File: src/rtl/sfp_link_ctrl.sv
// SFP/transceiver bring-up sequencer: PHY reset, PLL/TX/RX lock waits, stability qualification, retry/fail.
// Latency: status inputs reach the FSM after a 2-flop synchronizer; every output is registered with the state.
// Backpressure: none; status is level-sampled every cycle and restart is a one-cycle synchronous request.
module sfp_link_ctrl #(
  parameter int RST_CYCLES    = 16,
  parameter int LOCK_TIMEOUT  = 5000000,
  parameter int STABLE_CYCLES = 1024,
  parameter int MAX_RETRIES   = 7
) (
  input  logic       clk,
  input  logic       rst_n,
  input  logic       pll_locked,
  input  logic       reconfig_busy,
  input  logic       tx_ready,
  input  logic       rx_ready,
  input  logic       rx_data_ready,
  input  logic       restart,
  output logic       phy_rst,
  output logic       datapath_rst,
  output logic       link_up,
  output logic       link_fail,
  output logic [3:0] retry_cnt,
  output logic [2:0] state
);

  localparam logic [2:0] RESET_PHY = 3'd0;
  localparam logic [2:0] WAIT_PLL  = 3'd1;
  localparam logic [2:0] WAIT_TX   = 3'd2;
  localparam logic [2:0] WAIT_RX   = 3'd3;
  localparam logic [2:0] STABLE    = 3'd4;
  localparam logic [2:0] LINK_UP   = 3'd5;
  localparam logic [2:0] FAIL      = 3'd6;

  // Terminal counts for the shared 24-bit timer.
  localparam logic [23:0] RST_LAST    = 24'(RST_CYCLES - 1);
  localparam logic [23:0] LOCK_LAST   = 24'(LOCK_TIMEOUT - 1);
  localparam logic [23:0] STABLE_LAST = 24'(STABLE_CYCLES - 1);
  localparam logic [3:0]  RETRY_MAX   = 4'(MAX_RETRIES);

  // Synchronizer bit order: {pll_locked, reconfig_busy, tx_ready, rx_ready, rx_data_ready}
  logic [4:0]  sync_1;
  logic [4:0]  sync_2;
  logic        pll_s;
  logic        busy_s;
  logic        tx_s;
  logic        rx_s;
  logic        rxd_s;
  logic        all_good;

  logic [23:0] timer;
  logic [23:0] timer_nxt;
  logic [2:0]  state_nxt;
  logic [3:0]  retry_nxt;
  logic        retry_take;

  logic        phy_rst_nxt;
  logic        datapath_rst_nxt;
  logic        link_up_nxt;
  logic        link_fail_nxt;

  // Two-flop synchronizers for all PHY status inputs.
  always_ff @(posedge clk or negedge rst_n) begin
    if (!rst_n) begin
      sync_1 <= '0;
      sync_2 <= '0;
    end else begin
      sync_1 <= {pll_locked, reconfig_busy, tx_ready, rx_ready, rx_data_ready};
      sync_2 <= sync_1;
    end
  end

  assign pll_s  = sync_2[4];
  assign busy_s = sync_2[3];
  assign tx_s   = sync_2[2];
  assign rx_s   = sync_2[1];
  assign rxd_s  = sync_2[0];

  // Everything the link needs to be considered healthy at once.
  assign all_good = pll_s && !busy_s && tx_s && rx_s && rxd_s;

  // State, timer, retry counter and registered outputs all update on the same edge.
  always_ff @(posedge clk or negedge rst_n) begin
    if (!rst_n) begin
      state        <= RESET_PHY;
      timer        <= '0;
      retry_cnt    <= '0;
      phy_rst      <= 1'b1;
      datapath_rst <= 1'b1;
      link_up      <= 1'b0;
      link_fail    <= 1'b0;
    end else begin
      state        <= state_nxt;
      timer        <= timer_nxt;
      retry_cnt    <= retry_nxt;
      phy_rst      <= phy_rst_nxt;
      datapath_rst <= datapath_rst_nxt;
      link_up      <= link_up_nxt;
      link_fail    <= link_fail_nxt;
    end
  end

  // Next-state logic: per-state exits, timeout retry path, restart override last so it wins.
  always_comb begin
    state_nxt  = state;
    timer_nxt  = timer + 24'd1;
    retry_nxt  = retry_cnt;
    retry_take = 1'b0;

    case (state)
      RESET_PHY: begin
        if (timer == RST_LAST) begin
          state_nxt = WAIT_PLL;
          timer_nxt = '0;
        end
      end
      WAIT_PLL: begin
        if (pll_s && !busy_s) begin
          state_nxt = WAIT_TX;
          timer_nxt = '0;
        end else if (timer == LOCK_LAST) begin
          retry_take = 1'b1;
        end
      end
      WAIT_TX: begin
        if (tx_s) begin
          state_nxt = WAIT_RX;
          timer_nxt = '0;
        end else if (timer == LOCK_LAST) begin
          retry_take = 1'b1;
        end
      end
      WAIT_RX: begin
        if (rx_s && rxd_s) begin
          state_nxt = STABLE;
          timer_nxt = '0;
        end else if (timer == LOCK_LAST) begin
          retry_take = 1'b1;
        end
      end
      STABLE: begin
        // Any drop restarts qualification from WAIT_RX without costing a retry.
        if (!all_good) begin
          state_nxt = WAIT_RX;
          timer_nxt = '0;
        end else if (timer == STABLE_LAST) begin
          state_nxt = LINK_UP;
          timer_nxt = '0;
        end
      end
      LINK_UP: begin
        timer_nxt = '0;
        // PLL/TX/calibration loss needs a full PHY reset; RX-only loss just re-locks.
        if (!pll_s || !tx_s || busy_s) begin
          retry_take = 1'b1;
        end else if (!rx_s || !rxd_s) begin
          state_nxt = WAIT_RX;
        end
      end
      FAIL: begin
        timer_nxt = '0;
      end
      default: begin
        state_nxt = RESET_PHY;
        timer_nxt = '0;
      end
    endcase

    // Counter only increments below the limit, so it saturates and never wraps.
    if (retry_take) begin
      timer_nxt = '0;
      if (retry_cnt < RETRY_MAX) begin
        retry_nxt = retry_cnt + 4'd1;
        state_nxt = RESET_PHY;
      end else begin
        state_nxt = FAIL;
      end
    end

    if (restart) begin
      state_nxt = RESET_PHY;
      timer_nxt = '0;
      retry_nxt = '0;
    end
  end

  // Output decode from the next state so outputs register together with the state.
  always_comb begin
    phy_rst_nxt      = (state_nxt == RESET_PHY);
    datapath_rst_nxt = (state_nxt != LINK_UP);
    link_up_nxt      = (state_nxt == LINK_UP);
    link_fail_nxt    = (state_nxt == FAIL);
  end

endmodule
File: config.mk
export PLATFORM = sky130hd
export DESIGN_NAME = sfp_link_ctrl
export DESIGN_NICKNAME = d
export VERILOG_FILES = /design/src/rtl/sfp_link_ctrl.sv
export SDC_FILE = /design/constraint.sdc
export NUM_CORES = 1
export LEC_CHECK = 0
export ABC_AREA = 1
export CORE_ASPECT_RATIO = 0.8
export CORE_MARGIN = 4
export CORE_UTILIZATION = 42
export CTS_BUF_LIST = sky130_fd_sc_hd__clkbuf_8
export CTS_CLUSTER_DIAMETER = 50
export DETAILED_ROUTE_END_ITERATION = 7
export PLACE_DENSITY_LB_ADDON = 0.15
export SLEW_MARGIN = 20
export SYNTH_ARGS = -nofsm -noshare
export SYNTH_HDL_FRONTEND = slang
export SYNTH_SLANG_ARGS = --single-unit
File: constraint.sdc
create_clock -name clk -period 4.42 [get_ports clk]
set_input_delay 0.442 -clock clk [delete_from_list [all_inputs] [get_ports clk]]
set_output_delay 0.442 -clock clk [all_outputs]
set_load 0.02 [all_outputs]
==> metrics.md <==
| Metric | Value |
|---|---|
| Critical Path RT | `between 3 and 4 ns` |
| Core area | `0.00550 mm^2` |
| Post-synthesis sequential area ratio | `46.8%` |
| Area delta synth->final | `14.4%` |
| First-pass GRT wire length | `~8.4 mm` |
| Clock slew at reported path FFs | `~0.090 ns` |
| Total number of vias | `1941` |
| Initial antenna violation count | `0` |
| # diodes | `0` |
| Die H | `75.8 um` |
| Worst VDD drop | `0.000165 V` |
| Drc violations | `0` |
| Final min period | `1.96 ns` |
| Clock sinks | `45` |
| Normalized max-slew margin | `a little under two thirds` |
| Status | `finished, final reports clean` |
| Worst r2r dst | `timer[21]` |
| Row cnt | `24` |
| Number of buffers created by CTS | `5` |
| Worst Hold Class | `in2async` |
| Most common cell after layout, fill and taps aside | `nor2_1` |
| Crit-path max cell delay | `just under 0.7 ns` |
| CP Launch Point | `state[2]` |
| Worst path arrival time | `1.52 ns` |
| Clock Path Buffers | `2` |
| DRT Wirelength | `4.82 mm` |
| Vias per cell | `4.73` |
| Crit path buf inv count | `1` |
| Syn. warnings | `0` |
| Root Driver | `clkbuf_8` |
| Pre-antenna DRT Iters | `6` |
| Reg2reg setup slack | `roughly 2.6 ns` |
| IO Pins | `19` |
| Dpl cells | `402` |
| IO Port Bufs | `18` |
| Maxcap violations | `0` |
| Area occupied by multi-input gates | `0.00109 mm^2` |
| Crit-path cells | `clkdlybuf4s50_1` |
| Vias in the first global route | `1831` |
| Die area | `roughly 0.007 mm^2` |
| Hold Buf Count CTS | `0` |
| Reg-to-reg startpoint | `timer[0]` |
| Fin. Hold Viols | `0` |
| Crit path capture type | `primary output` |
| Starting Density | `43.9%` |
| Fin Setup TNS | `0 ns` |
| Pleak | `between 1 and 1.5 nW` |
| Total gr overflow | `0` |
| Cells after synthesis | `311` |
| RSZ-0062 raised after global routing | `false` |
| Largest net degree at the start of global routing | `46` |
| P per Cell Area | `roughly 280 mW/mm^2` |
| Final Skew | `0.00465 ns` |
| Final hold slack | `0.126 ns` |
| Worst Path Max Fanout | `9` |
| Fraction of layout cells with a size suffix above 1 | `between 8 and 9%` |
| Setup CP Type | `reg2out` |
| CTS tree | `yes` |
| Per-cell routed wire length | `11.7 um` |
| NumNets Final | `341` |
| Top Family by Delay on Critical Path | `buffers and inverters` |
| Worst Reg2Reg Path Length in Cells | `10` |
| Clk_lat worst skew | `0.30 ns` |
| FILL cells | `514` |
| Post-CTS resize count | `0` |
| Final worst path period share | `44.4%` |
| Worst-Margin Slew | `0.546 ns` |
| CP Capture Point | `state[2]` |
| Synthesized area | `~0.0024 mm^2` |
| Net Count, Synth | `321` |
| Post-Layout Cell Count | `410` |
| Slew Viols, Final | `0` |
| Drt first-iter violations | `88` |
| Flops & latches, synth | `45` |
| Placer Congestion | `0.901` |
| Synthesized area per cell | `7.75 um^2` |
| DIE WIDTH | `between 90 and 100 um` |
| DP HPWL | `3.58 mm` |
| Worst setup SP type | `flop` |
| Crit-path slowest cell | `clkdlybuf4s50_1` |
| Tot GR Track Use | `15.3%` |
| Htree depth | `2` |
| Register area | `0.00113 mm^2` |
| F_max | `0.509 GHz` |
| Detail Route Antenna Nets | `0` |
| Post-CTS Setup Repair Bufs | `0` |
| Critical path depth | `1` |
| Yosys cell types | `23` |
| Commonest non-fill, non-tap cells in the layout | `nor2_1 (67), nand2_1 (65), dfrtp_1 (43)` |
| Final Setup Violations | `0` |
-- flip-flops by register name, summed over array words and instances, names as in the netlist, 3 cells and up --
register and flops:
sync_2 5, retry_cnt 4, state 3, timer 24, sync_1 5
-- cell type report --
type | count | area share, %
clock inverter | 2 | 1.36
tap | 78 | 3.54
sequential | 45 | 40.9
multi-input combinational | 222 | 39.5
clock buffer | 6 | 2.99
timing repair buffer | 18 | 6.44
inverter | 39 | 5.31
-- synthesized netlist by cell type --
| library cell | number | area, um^2 |
|---|---|---|
| o21ai_0 | 6 | 30.0 |
| nand4_1 | 10 | 62.6 |
| xor2_1 | 17 | 149 |
| ha_1 | 2 | 25.0 |
| inv_1 | 37 | 139 |
| dfrtp_1 | 43 | 1080 |
| buf_8 | 1 | 15.0 |
| or2_0 | 1 | 6.26 |
| nand2_2 | 3 | 18.8 |
| buf_6 | 2 | 22.5 |
| inv_2 | 2 | 7.51 |
| nand3_2 | 3 | 30.0 |
| nor2_1 | 67 | 251 |
| nand2_4 | 1 | 11.3 |
| nand2_1 | 65 | 244 |
| nor3_1 | 8 | 40.0 |
| xnor2_1 | 3 | 26.3 |
| a21oi_1 | 3 | 15.0 |
| a22oi_1 | 2 | 15.0 |
| dfstp_2 | 2 | 52.6 |
| buf_2 | 2 | 10.0 |
| nor2_2 | 7 | 43.8 |
| nand3_1 | 24 | 120 |
-- metrics by stage --
step                utilization, %  worst slack [ns]  instance area, um^2  power [mW]
floorplan                        -              2.83                 2410       0.449
global placement              48.0              2.65                 2640       0.467
detailed placement            48.0              2.60                 2640       0.468
CTS                           50.2              2.45                 2760       0.798
global route                  50.2              2.40                 2760       0.817
finish                        50.2              2.46                 2760       0.785
-- where the power goes --
part | internal [mW] | switching, mW
sequential | 0.419 | 0.00487
combinational | 0.0123 | 0.0220
clock | 0.184 | 0.143
-- per-layer routing --
layer / vias up / GRT usage, % / wire length, um
met2: 50 / 21.6 / 1830
li1: 1015 / - / -
met3: 8 / 3.26 / 250
met1: 868 / 23.2 / 2660
met4: 0 / 5.37 / 74
met5: - / 0 / 0
-- logic make-up (layout without fill, tap and decap cells) --
logic type	after synthesis	count (layout)	synth area share, %
compound gates	11	11	2.49
xor+xnor	20	20	7.27
fa+ha+maj	2	2	1.04
buf+inv	44	65	8.04
flops	45	45	46.8
simple gates	189	189	34.4
-- worst min-delay path by stage --
stage	from	endpoint	slack [ns]	depth (start not counted)
floorplan	rst_n	link_fail	0.15	0
global placement	sync_1[4]	sync_2[4]	0.33	0
detailed placement	sync_1[0]	sync_2[0]	0.34	0
CTS	rst_n	timer[18]	0.34	1
global route	rst_n	timer[21]	0.18	1
finish	rst_n	timer[21]	0.13	1
Note: power is estimated with default switching activity, not from simulation.
